--- src/rtl/timer_pkg.sv ---
// Shared types and defaults for the crossword stopwatch run-control block.
package timer_pkg;

    localparam int unsigned BCD_W = 16;
    localparam logic [BCD_W-1:0] DEFAULT_LIMIT_BCD = 16'h1000;
    localparam int unsigned DEFAULT_DEBOUNCE = 500000;

    typedef enum logic [2:0] {
        IDLE    = 3'd0,
        CLEAR   = 3'd1,
        RUN     = 3'd2,
        PAUSE   = 3'd3,
        SOLVED  = 3'd4,
        TIMEOUT = 3'd5
    } state_t;

endpackage

--- src/rtl/key_debounce.sv ---
// Raw push-key conditioning: two-flop synchronizer, stability counter and a
// registered one-cycle pulse on each rising edge of the debounced level.
module key_debounce #(
    parameter int unsigned DEBOUNCE_CYCLES = 500000
) (
    input  logic clk,
    input  logic reset,
    input  logic key_raw_i,
    output logic event_o
);

    localparam int unsigned CntW = (DEBOUNCE_CYCLES > 1) ? $clog2(DEBOUNCE_CYCLES) : 1;
    localparam logic [CntW-1:0] CntMax = CntW'(DEBOUNCE_CYCLES - 1);

    logic            sync1_q, sync2_q;
    logic [CntW-1:0] cnt_q, cnt_d;
    logic            level_q, level_d;
    logic            level_prev_q;
    logic            event_q, event_d;

    always_comb begin
        cnt_d   = '0;
        level_d = level_q;
        if (sync2_q != level_q) begin
            if (cnt_q == CntMax) begin
                level_d = ~level_q;
            end else begin
                cnt_d = cnt_q + 1'b1;
            end
        end
        event_d = level_q & ~level_prev_q;
    end

    always_ff @(posedge clk) begin
        if (reset) begin
            sync1_q      <= 1'b0;
            sync2_q      <= 1'b0;
            cnt_q        <= '0;
            level_q      <= 1'b0;
            level_prev_q <= 1'b0;
            event_q      <= 1'b0;
        end else begin
            sync1_q      <= key_raw_i;
            sync2_q      <= sync1_q;
            cnt_q        <= cnt_d;
            level_q      <= level_d;
            level_prev_q <= level_q;
            event_q      <= event_d;
        end
    end

    assign event_o = event_q;

endmodule

--- src/rtl/puzzle_timer_ctrl.sv ---
// Run-control FSM for the crossword stopwatch: key events, solve/limit stop,
// and best-solve-time capture for the display mux.
module puzzle_timer_ctrl
    import timer_pkg::*;
#(
    parameter int unsigned       DEBOUNCE_CYCLES = DEFAULT_DEBOUNCE,
    parameter logic [BCD_W-1:0]  LIMIT_BCD       = DEFAULT_LIMIT_BCD
) (
    input  logic             clk,
    input  logic             reset,
    input  logic             start_key,
    input  logic             pause_key,
    input  logic             solved,
    input  logic [BCD_W-1:0] time_bcd,
    output logic             sw_run,
    output logic             sw_reset,
    output logic [2:0]       state_o,
    output logic             timed_out,
    output logic             best_valid,
    output logic [BCD_W-1:0] best_bcd
);

    logic start_ev, pause_ev;
    logic limit_hit;
    logic solve_now;

    state_t           state_q, state_d;
    logic             sw_reset_q;
    logic             best_valid_q, best_valid_d;
    logic [BCD_W-1:0] best_bcd_q, best_bcd_d;

    key_debounce #(
        .DEBOUNCE_CYCLES(DEBOUNCE_CYCLES)
    ) u_start_key (
        .clk      (clk),
        .reset    (reset),
        .key_raw_i(start_key),
        .event_o  (start_ev)
    );

    key_debounce #(
        .DEBOUNCE_CYCLES(DEBOUNCE_CYCLES)
    ) u_pause_key (
        .clk      (clk),
        .reset    (reset),
        .key_raw_i(pause_key),
        .event_o  (pause_ev)
    );

    // Packed BCD orders digits MSB to LSB, so plain unsigned compare is valid.
    assign limit_hit = (LIMIT_BCD != '0) && (time_bcd >= LIMIT_BCD);
    assign solve_now = (state_q == RUN) && solved;

    always_ff @(posedge clk) begin
        if (reset) begin
            state_q    <= IDLE;
            sw_reset_q <= 1'b0;
        end else begin
            state_q    <= state_d;
            // Registered decode keeps the stopwatch's async clear glitch-free.
            sw_reset_q <= (state_d == CLEAR);
        end
    end

    always_comb begin
        state_d = state_q;
        unique case (state_q)
            IDLE: begin
                if (start_ev) state_d = CLEAR;
            end
            CLEAR: begin
                state_d = RUN;
            end
            RUN: begin
                if (solved)         state_d = SOLVED;
                else if (limit_hit) state_d = TIMEOUT;
                else if (start_ev)  state_d = CLEAR;
                else if (pause_ev)  state_d = PAUSE;
            end
            PAUSE: begin
                if (start_ev)      state_d = CLEAR;
                else if (pause_ev) state_d = RUN;
            end
            SOLVED, TIMEOUT: begin
                if (start_ev) state_d = CLEAR;
            end
            default: state_d = IDLE;
        endcase
    end

    always_comb begin
        sw_run    = (state_q == RUN);
        timed_out = (state_q == TIMEOUT);
        state_o   = state_q;
        sw_reset  = sw_reset_q;
    end

    always_comb begin
        best_valid_d = best_valid_q;
        best_bcd_d   = best_bcd_q;
        if (solve_now && (!best_valid_q || (time_bcd < best_bcd_q))) begin
            best_valid_d = 1'b1;
            best_bcd_d   = time_bcd;
        end
    end

    always_ff @(posedge clk) begin
        if (reset) begin
            best_valid_q <= 1'b0;
            best_bcd_q   <= '0;
        end else begin
            best_valid_q <= best_valid_d;
            best_bcd_q   <= best_bcd_d;
        end
    end

    assign best_valid = best_valid_q;
    assign best_bcd   = best_bcd_q;

endmodule

--- config.mk ---
export PLATFORM = sky130hd
export DESIGN_NAME = puzzle_timer_ctrl
export DESIGN_NICKNAME = d
export VERILOG_FILES = /design/src/rtl/timer_pkg.sv /design/src/rtl/key_debounce.sv /design/src/rtl/puzzle_timer_ctrl.sv
export SDC_FILE = /design/constraint.sdc
export NUM_CORES = 1
export LEC_CHECK = 0
export BUFFER_PORTS_ARGS = -buffer_cell sky130_fd_sc_hd__buf_2
export CORE_ASPECT_RATIO = 1.2
export CORE_MARGIN = 1
export CORE_UTILIZATION = 30
export CTS_CLUSTER_DIAMETER = 50
export DETAILED_ROUTE_END_ITERATION = 8
export GPL_TIMING_DRIVEN = 0
export PLACE_DENSITY = 0.56
export SLEW_MARGIN = 20
export SYNTH_ARGS = -nofsm -noshare
export SYNTH_HDL_FRONTEND = slang
export SYNTH_HIERARCHICAL = 1
export SYNTH_SLANG_ARGS = --single-unit
--- constraint.sdc ---
create_clock -name clk -period 5.7 [get_ports clk]
set_input_delay 0.57 -clock clk [delete_from_list [all_inputs] [get_ports clk]]
set_output_delay 0.57 -clock clk [all_outputs]
set_load 0.02 [all_outputs]
Word-level counts from Yosys, hierarchy flattened
Index checks and enable logic that the tools add are counted.

Bits in registers: 69. Latch bits: 0. Bits in writable memories: 0. ROM bits: 0. Input bits: 21. Word-level logic and storage cells: 56. Memories: 0.

$add $sub $neg: 2. Multiply operators: 0. Divide/modulo/power cells: 0. $lt $le $gt $ge: 2. Equal/unequal tests: 10. Shifts and indexed selects: 0. Mux-type cells: 8. Bitwise operators: 8. Reductions and logical operators: 10.

Operator list (number): $add A19 B1 Y19 const B (2); $eq A19 B19 Y1 const B (2); $mux W3 (7); $ge A16 B13 Y1 const B (1); $lt A16 B16 Y1 (1); $pmux W3 S4 (1); $reduce_or A3 Y1 (3); $eq A3 B1 Y1 const B (2); $eq A3 B2 Y1 const B (2); $eq A3 B3 Y1 const B (2); $not A1 Y1 (6); $reduce_and A2 Y1 (2); $logic_not A3 Y1 (1); $and A1 B1 Y1 (2); $logic_and A1 B1 Y1 (2); $ne A1 B1 Y1 (2); $logic_not A1 Y1 (1); $logic_or A1 B1 Y1 (1).

Longest topological paths before layout
Depth after elaboration: 6. Mapped depth: 8. Gate-level depth less buffers: 7.

Cells and area by module
Netlist, hierarchy kept.

Modules (own cells, without submodules): key_debounce (instances 2, cells each 113, area an instance 1048.5 um^2, seq. area each 480.5 um^2); puzzle_timer_ctrl (instances 1, cells each 154, area an instance 1366.3 um^2, seq. area each 420.4 um^2).

Least setup slack after synthesis
OpenSTA, ideal clock, no wires.

Path kind: input port to flip-flop. From: input time_bcd[13]. To: register best_bcd_q[0], in the netlist best_bcd[0]. Setup time: 72 ps. Arrival: 2434 ps. Data required time: 5628 ps. Path slack: 3194 ps. Stages: 7. Buffers on the path: 1. Cell sequence: ha_1 nand4_1 or4_1 o31a_1 a31oi_4 buf_12 mux2i_1.

Word-level cells in the longest chain between the ends: 3.

Ends and longest elaborated chain: start, declared (line puzzle_timer_ctrl.sv:14) `input logic [BCD_W-1:0] time_bcd,`; $lt A16 B16 Y1 (line puzzle_timer_ctrl.sv:101) `if (solve_now && (!best_valid_q || (time_bcd < best_bcd_q))) begin`; $logic_or A1 B1 Y1 (line puzzle_timer_ctrl.sv:101); $logic_and A1 B1 Y1 (line puzzle_timer_ctrl.sv:101); end signal, assigned (line puzzle_timer_ctrl.sv:113) `best_bcd_q <= best_bcd_d;`; end, declared (line puzzle_timer_ctrl.sv:30) `logic [BCD_W-1:0] best_bcd_q, best_bcd_d;`.

No other way between the ends. A chain may end at the register's enable or synchronous reset.

Final worst setup path
From: register best_bcd_q[15], in the netlist best_bcd[15]. To: register best_bcd_q[14], in the netlist best_bcd[14].

Word-level cells in the longest chain between the ends: 3.

Ends and longest elaborated chain (line): $lt A16 B16 Y1 (puzzle_timer_ctrl.sv:101); $logic_or A1 B1 Y1 (puzzle_timer_ctrl.sv:101); $logic_and A1 B1 Y1 (puzzle_timer_ctrl.sv:101).

No other way between the ends.

==> impl_metrics.sql <==
INSERT INTO impl_metrics (metric_group, metric, value, unit) VALUES
('pwr', 'internal_power', '0.000898', 'W'),
('setup_path', 'worst_path_dominant_cell_family', 'simple AND/OR/NAND/NOR gates', ''),
('sta', 'share_of_the_clock_period_used_by_the_worst_path_after_layout', '45.8', '%'),
('sta', 'finalMaxSlewViolations', '0', ''),
('setup_path', 'critPathLaunchType', 'flip-flop', ''),
('yosys', 'ys_ff_latch', '69', ''),
('routing', 'routed_wire_length_per_instance', '12.1', 'microns'),
('setup_path', 'criticalPathCategory', 'reg -> reg', ''),
('yosys', 'synth_sequential_area_ratio', '39.9', '%'),
('setup_path', 'worst-endpoint-arrival', '2860', 'ps'),
('pwr', 'swShare', '20.3', '%'),
('final_layout', 'area_delta_synth_final', '21.1', '%'),
('setup_path', 'path_cells', 'inv_1 > ha_1 > nand4_1 > or4_1 > o31a_1 > a31oi_4 > buf_12 > mux2i_1', ''),
('clock_tree', 'post_cts_hold_buffer_count', '0', ''),
('pwr', 'seq_power_share', '43.1', '%'),
('floorplan', 'initial_cell_density_of_the_core', '31.1', '%'),
('pwr', 'clkPwrFrac', '53.3', '%'),
('routing', 'detail-route-antenna-nets', '0', ''),
('floorplan', 'core.rowCount', '42', ''),
('final_layout', 'fin_area', '4200', 'sq um'),
('clock_tree', 'cts.htree.levels', '3', ''),
('placed_design', 'dpl-instance-area', '3870', 'sq um'),
('pwr', 'cellPowerDensity', '268', 'nW/um^2'),
('yosys', 'syn-cell-area', '3460', 'sq um'),
('routing', 'wl', '7170', 'microns'),
('pwr', 'total_power', '0.00113', 'W'),
('status', 'run_status', 'completed', ''),
('global_routing', 'grt_pass1_vias', '2656', ''),
('clock_tree', 'clock_latency', '330', 'ps'),
('floorplan', 'design.core.area', '11100', 'sq um'),
('placed_design', 'numPortBuffers', '43', ''),
('yosys', 'synth.avg_cell_area', '9.11', 'sq um'),
('yosys', 'ys_types', '43', ''),
('clock_tree', 'tritoncts', 'done', ''),
('yosys', 'synth-main-ff-cell', 'sky130_fd_sc_hd__dfxtp_1', ''),
('clock_tree', 'post-cts-setup-buffer-count', '0', ''),
('yosys', 'synth_top_area_cell', 'sky130_fd_sc_hd__dfxtp_1', ''),
('setup_path', 'critPathBufInv', '2', ''),
('global_routing', 'gr-usage-all-layers', '12.7', '%'),
('sta', 'maxClockFrequency', '383', 'MHz'),
('min_path', 'worstHoldPathType', 'reg -> reg', ''),
('floorplan', 'floorplan.die_area', '12000', 'sq um'),
('clock_tree', 'clockRootBuffer', 'sky130_fd_sc_hd__clkbuf_16', ''),
('sta', 'report.final.setup_viol', '0', ''),
('routing', 'vias', '2786', ''),
('floorplan', 'die_w', '100', 'microns'),
('sta', 'max-slew-margin-rel', '64.9', '%'),
('floorplan', 'floorplan.io_pins', '44', ''),
('placed_design', 'dp.final_hpwl', '5220', 'microns'),
('yosys', 'cell_types_occupying_the_most_area_after_synthesis', 'sky130_fd_sc_hd__dfxtp_1 (40%), sky130_fd_sc_hd__nand2b_1 (6.9%), sky130_fd_sc_hd__ha_1 (6.1%)', ''),
('routing', 'drtIter0Drc', '111', ''),
('global_routing', 'wire_length_of_the_first_global_routing_pass', '12000', 'microns'),
('global_routing', 'grt_max_degree', '20', ''),
('sta', 'fin_skew', '8.78', 'ps'),
('final_layout', 'final_util', '37.7', '%'),
('yosys', 'synth_enable_flop_cells', '0', ''),
('yosys', 'ys.warnings.count', '6', ''),
('pwr', 'share_comb_of_total_power', '3.7', '%'),
('yosys', 'synthesis.instances', '380', ''),
('setup_path', 'cpMaxStageDelayCell', 'sky130_fd_sc_hd__or4_1', ''),
('clock_tree', 'cts_resized', '0', ''),
('clock_tree', 'sink_count_of_the_clock_tree', '69', ''),
('final_layout', 'finalNetCount', '472', ''),
('yosys', 'synth_common_cells', 'sky130_fd_sc_hd__dfxtp_1 (69), sky130_fd_sc_hd__nor2_1 (46), sky130_fd_sc_hd__nand2b_1 (38), sky130_fd_sc_hd__inv_1 (27), sky130_fd_sc_hd__xnor2_1 (22)', ''),
('sta', 'hold_viol_final', '0', ''),
('global_routing', 'number_of_antenna_violations_at_the_first_check_in_global_routing', '1', ''),
('final_layout', 'drive_gt1_share', '18.7', '%'),
('floorplan', 'die_y', '120', 'microns'),
('yosys', 'ys_async_rst_share', '0', '%'),
('setup_path', 'r2r_slack', '3090', 'ps'),
('clock_tree', 'clk_path_buf_depth', '2', '');
-- power by group through the flow --
stage	Clock, W	Combinational [W]	Sequential (W)
final	0.000600	0.0000411	0.000485
after global routing	0.000640	0.0000471	0.000485
after CTS	0.000616	0.0000423	0.000485
after detailed placement	0	0.0000418	0.000496
after global placement	0	0.0000410	0.000496
after floorplan	0	0.0000245	0.000496
-- cell families (layout without fill, tap and decap cells) --
| group | after synthesis | after routing | share of synthesized area, % |
|---|---|---|---|
| simple gates | 173 | 173 | 28.5 |
| flops | 69 | 69 | 39.9 |
| compound gates | 41 | 41 | 8.60 |
| buf+inv | 34 | 92 | 4.62 |
| xor+xnor | 28 | 28 | 7.08 |
| mux | 18 | 18 | 5.20 |
| fa+ha+maj | 17 | 17 | 6.14 |
-- placed cells by master, fill, tap and decap left out, types with 11 or more instances in the layout --
cell	n
sky130_fd_sc_hd__nand2b_1	38
sky130_fd_sc_hd__mux2i_1	18
sky130_fd_sc_hd__buf_2	44
sky130_fd_sc_hd__inv_1	27
sky130_fd_sc_hd__a21oi_1	16
sky130_fd_sc_hd__dfxtp_1	69
sky130_fd_sc_hd__nand2_1	19
sky130_fd_sc_hd__nor3_1	11
sky130_fd_sc_hd__xnor2_1	22
sky130_fd_sc_hd__nor2_1	46
sky130_fd_sc_hd__ha_1	17
-- registers in the layout, indices dropped and copies added, names as in the netlist, 3 cells and up --
name               cells
best_bcd              16
state_o                3
u_start_key/cnt_q     19
u_pause_key/cnt_q     19
-- layout make-up --
cell class	instances	area, sq um	area share (%)
Buffer	7	58.8	1.40
Clock inverter	5	85.1	2.03
Inverter	27	101	2.42
Multi-Input combinational cell	277	1920	45.8
Timing Repair Buffer	43	215	5.13
Clock buffer	10	239	5.70
Tap cell	154	193	4.59
Sequential cell	69	1380	32.9
-- per-layer routing --
layer / vias up / wire length, microns / share of wire [%] / global-route usage [%]
li1: 1417 / - / - / -
met1: 1302 / 3360 / 47 / 14.6
met2: 57 / 3400 / 47 / 22.0
met3: 8 / 295 / 4.1 / 3.55
met4: 2 / 108 / 1.5 / 5.34
met5: - / 13 / 0.18 / 0
-- final timing paths --
check / start / end / cells past startpoint
min: u_pause_key/level_prev_q$_SDFF_PP0_ / u_pause_key/event_o$_SDFF_PP0_ / 1
max reg2reg: best_bcd[15]$_SDFFE_PP0P_ / best_bcd[14]$_SDFFE_PP0P_ / 8
min reg2reg: u_pause_key/level_prev_q$_SDFF_PP0_ / u_pause_key/event_o$_SDFF_PP0_ / 1
max: best_bcd[15]$_SDFFE_PP0P_ / best_bcd[14]$_SDFFE_PP0P_ / 8
-- per-stage QoR --
step | std cells | setup slack [ps]
floorplan | 380 | 3190
global placement | 577 | 2820
detailed placement | 577 | 2750
CTS | 592 | 3040
global route | 592 | 2940
finish | 592 | 3090
(Power assumes the default switching activity.)
